--- config.mk ---
export PLATFORM = sky130hd
export DESIGN_NAME = day_name_scanner
export DESIGN_NICKNAME = d
export VERILOG_FILES = /design/src/rtl/day_name_scanner.sv
export SDC_FILE = /design/constraint.sdc
export NUM_CORES = 1
export LEC_CHECK = 0
export ABC_AREA = 1
export CORE_MARGIN = 8
export CORE_UTILIZATION = 55
export DETAILED_ROUTE_END_ITERATION = 6
export GPL_TIMING_DRIVEN = 0
export HOLD_SLACK_MARGIN = 0.05
export PLACE_DENSITY = 0.8
export SLEW_MARGIN = 5
export SYNTH_ARGS = -nofsm -noshare
export SYNTH_HDL_FRONTEND = slang
export SYNTH_SLANG_ARGS = --single-unit
--- constraint.sdc ---
create_clock -name clk -period 2.1 [get_ports clk]
set_input_delay 0.42 -clock clk [delete_from_list [all_inputs] [get_ports clk]]
set_output_delay 0.42 -clock clk [all_outputs]
set_load 0.03 [all_outputs]
--- src/rtl/day_name_scanner.sv ---
// day_name_scanner: day-of-week counter (auto/manual, load) with a scanned
// multi-digit 7-segment display of the three-letter day name.
module day_name_scanner #(
    parameter int DIV    = 50000000,
    parameter int SCAN   = 1000,
    parameter int DIGITS = 3
) (
    input  logic              clk,
    input  logic              rst,
    input  logic              en,
    input  logic              mode,
    input  logic              step,
    input  logic              dir,
    input  logic              load,
    input  logic [2:0]        load_day,
    output logic [6:0]        seg,
    output logic [DIGITS-1:0] dig_sel,
    output logic [2:0]        day,
    output logic              day_pulse
);
    localparam int TW = $clog2(DIV);
    localparam int SW = SCAN > 1 ? $clog2(SCAN) : 1;
    localparam int DW = DIGITS > 1 ? $clog2(DIGITS) : 1;
    localparam logic [6:0] L_M = 7'b1110110, L_O = 7'b1111110, L_N = 7'b0010101,
                           L_T = 7'b0001111, L_U = 7'b0111110, L_E = 7'b1001111,
                           L_W = 7'b0111111, L_D = 7'b0111101, L_H = 7'b0110111,
                           L_F = 7'b1000111, L_R = 7'b0000101, L_I = 7'b0000110,
                           L_S = 7'b1011011, L_A = 7'b1110111;
    logic [TW-1:0] tcnt;
    logic [SW-1:0] scnt;
    logic [DW-1:0] dig;
    logic          step_q;
    logic          tick;
    logic          stp;
    logic [2:0]    nday;
    logic [20:0]   word;
    logic [6:0]    glyph;
    always_comb begin
        tick = en & ~mode & (tcnt == TW'(DIV - 1));
        stp  = mode & en & step & ~step_q;
        // a rejected load (7) still blocks tick/step so the day simply holds
        nday = load ? (load_day == 3'd7 ? day : load_day)
             : (tick | stp) ? (dir ? (day == 3'd6 ? 3'd0 : day + 3'd1)
                                   : (day == 3'd0 ? 3'd6 : day - 3'd1))
             : day;
        case (day)
            3'd0:    word = {L_M, L_O, L_N};
            3'd1:    word = {L_T, L_U, L_E};
            3'd2:    word = {L_W, L_E, L_D};
            3'd3:    word = {L_T, L_H, L_U};
            3'd4:    word = {L_F, L_R, L_I};
            3'd5:    word = {L_S, L_A, L_T};
            3'd6:    word = {L_S, L_U, L_N};
            default: word = '0;
        endcase
        glyph = dig == DW'(0) ? word[20:14] : dig == DW'(1) ? word[13:7] : word[6:0];
    end
    always_ff @(posedge clk) begin
        if (rst) begin
            day       <= '0;
            day_pulse <= 1'b0;
            tcnt      <= '0;
            step_q    <= 1'b0;
            scnt      <= '0;
            dig       <= '0;
            seg       <= '0;
            dig_sel   <= '0;
        end else begin
            day       <= nday;
            day_pulse <= nday != day;
            tcnt      <= (mode | load | tick) ? '0 : en ? tcnt + 1'b1 : tcnt;
            step_q    <= step;
            scnt      <= scnt == SW'(SCAN - 1) ? '0 : scnt + 1'b1;
            if (scnt == SW'(SCAN - 1))
                dig <= dig == DW'(DIGITS - 1) ? '0 : dig + 1'b1;
            seg       <= glyph;
            dig_sel   <= DIGITS'(1) << dig;
        end
    end
endmodule

==> out/qor.txt <==
outcome - finished clean
dpl hpwl - 4.40 mm
starting density of the core - 0.575
layout cells sized above 1 - 0.109
Worst EP required - 2.28 ns
Worst Setup Path Type - reg2reg
H-tree lvl count - 2
crit path time final - 1.89 ns
Cell Int Power - 1.37 mW
DRC viols - 0
IO Count - 24
global-route wire length before repair - 9.80 mm
Critical Path End Type - flip-flop
design area - 3140 um2
Final setup viols - 0
average wire per standard cell - 11.9 um
Final ANT Viol Nets - 0
EDFF count, synth - 0
Pwr Density - 593 nW/um2
gr usage total - 0.160
Sink Count - 53
mapped cell area - 2750 um2
DIE AREA - 7530 um2
clk buf depth - 2
Yosys cell types - 39
Syn. warnings - 0
latest clock arrival within the worst-skew pair - 0.30 ns
Final Hold Viols - 0
initial antenna violation count - 0
GRT overflow - 0
clock network fraction of design power - 0.296
Core Util, Final - 0.656
Arr. time, crit path - 2.06 ns
Die X - 86.8 um
Max Slew Vio Count - 0
Gate power share - 0.143
worst rel slew slack - 0.663
Slew @ Worst Pin - 0.506 ns
Die Y - 86.8 um
CTS tree - done
setup bufs post-CTS - 0
row cnt - 25
hold_buf cts - 0
Max Clock Freq - 0.530 GHz
Clock Tree Root - clkbuf_8
number of global-route vias before repair - 2256
# resized after CTS - 1
n_diodes - 0
Sequential Power Share - 0.562
final worst setup slack - 0.215 ns
synthesized instance count - 384
Final Cycle Share - 0.898
syn_nets - 402
RSZ-0062 raised after global routing - no
nets@finish - 430
number of max-cap violations - 0
DR pass1 iterations - 4
Critical Path Source Type - flip-flop
top cells by count, synth - 76 x nand2_1, 55 x nor2_1, 53 x dfxtp_1
switching share of power - 0.267
skew final - 0.00416 ns
largest net degree at the start of global routing - 17
Routed WL - 5.71 mm
post-synthesis area per instance - 7.17 um2
critical-path maximum fanout - 9
dpl ws - -0.00711 ns
Min-Delay Path Class - in2reg
area grow syn2layout - 14.0%
switching power - 496 uW
most common cell in the netlist - nand2_1
clock slew at reported path FFs - 0.09 ns
placed cell areas - 3050 um2
Vias/cell - 5.15
worst vdd ir - 475 uV
Yosys top cell area share - 0.385
sequential area share after synthesis - 0.385
initial drt markers - 110
cell taking the most area after synthesis - dfxtp_1
Async SR Flop Fraction - 0
number of synthesized register bits - 53
Final Wtd Congestion - 0.912
Leak - 1.19 nW
cts bufs inserted - 5
Most used DFF post-synth - dfxtp_1
Via Count - 2468
top cells by area, synth - dfxtp_1 39%, nand2_1 10%, nor2_1 7.5%, nand3_1 5.8%, a21oi_1 4.7%
Hold WS - 0.400 ns
core region area - 4790 um2
PortBufs - 21
[final timing paths]
kind            from   endpoint  slack, ns  cells past startpoint
max           day[1]  day_pulse       0.21                     14
min               en    tcnt[1]       0.40                      3
max reg2reg   day[1]  day_pulse       0.21                     14
min reg2reg  scnt[0]    scnt[0]       0.45                      1
[stage by stage]
stage               std cells  power, mW  TNS [ns]
floorplan                 384       1.24         0
global placement          472       1.33         0
detailed placement        472       1.33  -0.00711
CTS                       479       1.89         0
global route              479       1.95         0
finish                    479       1.86         0
[cell type report]
class | count | area (um2)
inverters | 40 | 150
clock buffers | 5 | 68.8
repair buffers | 21 | 210
plain buffers | 6 | 35.0
multi-input cells | 285 | 1510
fillers | 419 | 1650
clock inverters | 2 | 16.3
well taps | 67 | 83.8
flip-flops and latches | 53 | 1070
[cell families (layout without fill, tap and decap cells)]
logic type | after synthesis | after routing | share of synthesized area
flip-flops | 53 | 53 | 0.385
AO/OA/AOI/OAI | 56 | 56 | 0.113
AND/OR/NAND/NOR | 208 | 208 | 0.357
adder cells (fa/ha/maj) | 8 | 8 | 0.0363
XOR/XNOR | 13 | 13 | 0.0413
buffers and inverters | 46 | 74 | 0.0672
[critical path: stages (launching register included)]
cell	delay [ns]
dfxtp_4	0.39
inv_1	0.17
ha_2	0.26
nand2_1	0.08
inv_1	0.14
or2_1	0.14
o21ai_1	0.06
nand2_1	0.09
nand3_2	0.09
nand2_1	0.07
nand2_1	0.05
nand2_1	0.06
nand2_1	0.04
nor2_1	0.08
nor2_1	0.04
[layer usage]
metal  up-vias  global-route usage  wire length [um]
met5         -                   0                 0
met4         0              0.0563                74
met3         9              0.0378               255
met2        47               0.265              2650
met1      1092               0.198              2730
li1       1320                   -                 -
[power by group through the flow]
stage / sequential [mW] / combinational, mW / clock [mW]
floorplan: 1.11 / 0.132 / 0
global placement: 1.07 / 0.261 / 0
detailed placement: 1.07 / 0.264 / 0
CTS: 1.05 / 0.265 / 0.575
global route: 1.05 / 0.296 / 0.609
finish: 1.05 / 0.265 / 0.550
[state kept, by name, indices dropped and copies added, names as in the netlist]
signal	cells
tcnt	26
scnt	10
seg	7
day	3
dig_sel	3
dig	2
day_pulse	1
step_q	1
[cell usage in the layout, fill, tap and decap left out, types with 2 or more instances in the layout]
| master | instances |
|---|---|
| xnor2_1 | 5 |
| inv_1 | 33 |
| a21oi_1 | 26 |
| nor2_2 | 3 |
| o21ai_0 | 15 |
| inv_2 | 7 |
| clkdlybuf4s50_1 | 21 |
| xor2_1 | 8 |
| nand2_1 | 76 |
| nand3_1 | 32 |
| nand3_2 | 3 |
| nand2_2 | 6 |
| nor3_2 | 3 |
| dfxtp_1 | 51 |
| buf_2 | 4 |
| nand4_1 | 2 |
| nor2_1 | 55 |
| a31oi_1 | 2 |
| o211ai_1 | 3 |
| o21ai_1 | 2 |
| clkbuf_8 | 5 |
| nor3_1 | 12 |
| nor3b_1 | 3 |
| or2_2 | 2 |
| o22ai_1 | 2 |
| ha_1 | 7 |
| nor2_4 | 3 |
| nor4_1 | 3 |
Note: power is estimated with default switching activity, not from simulation.
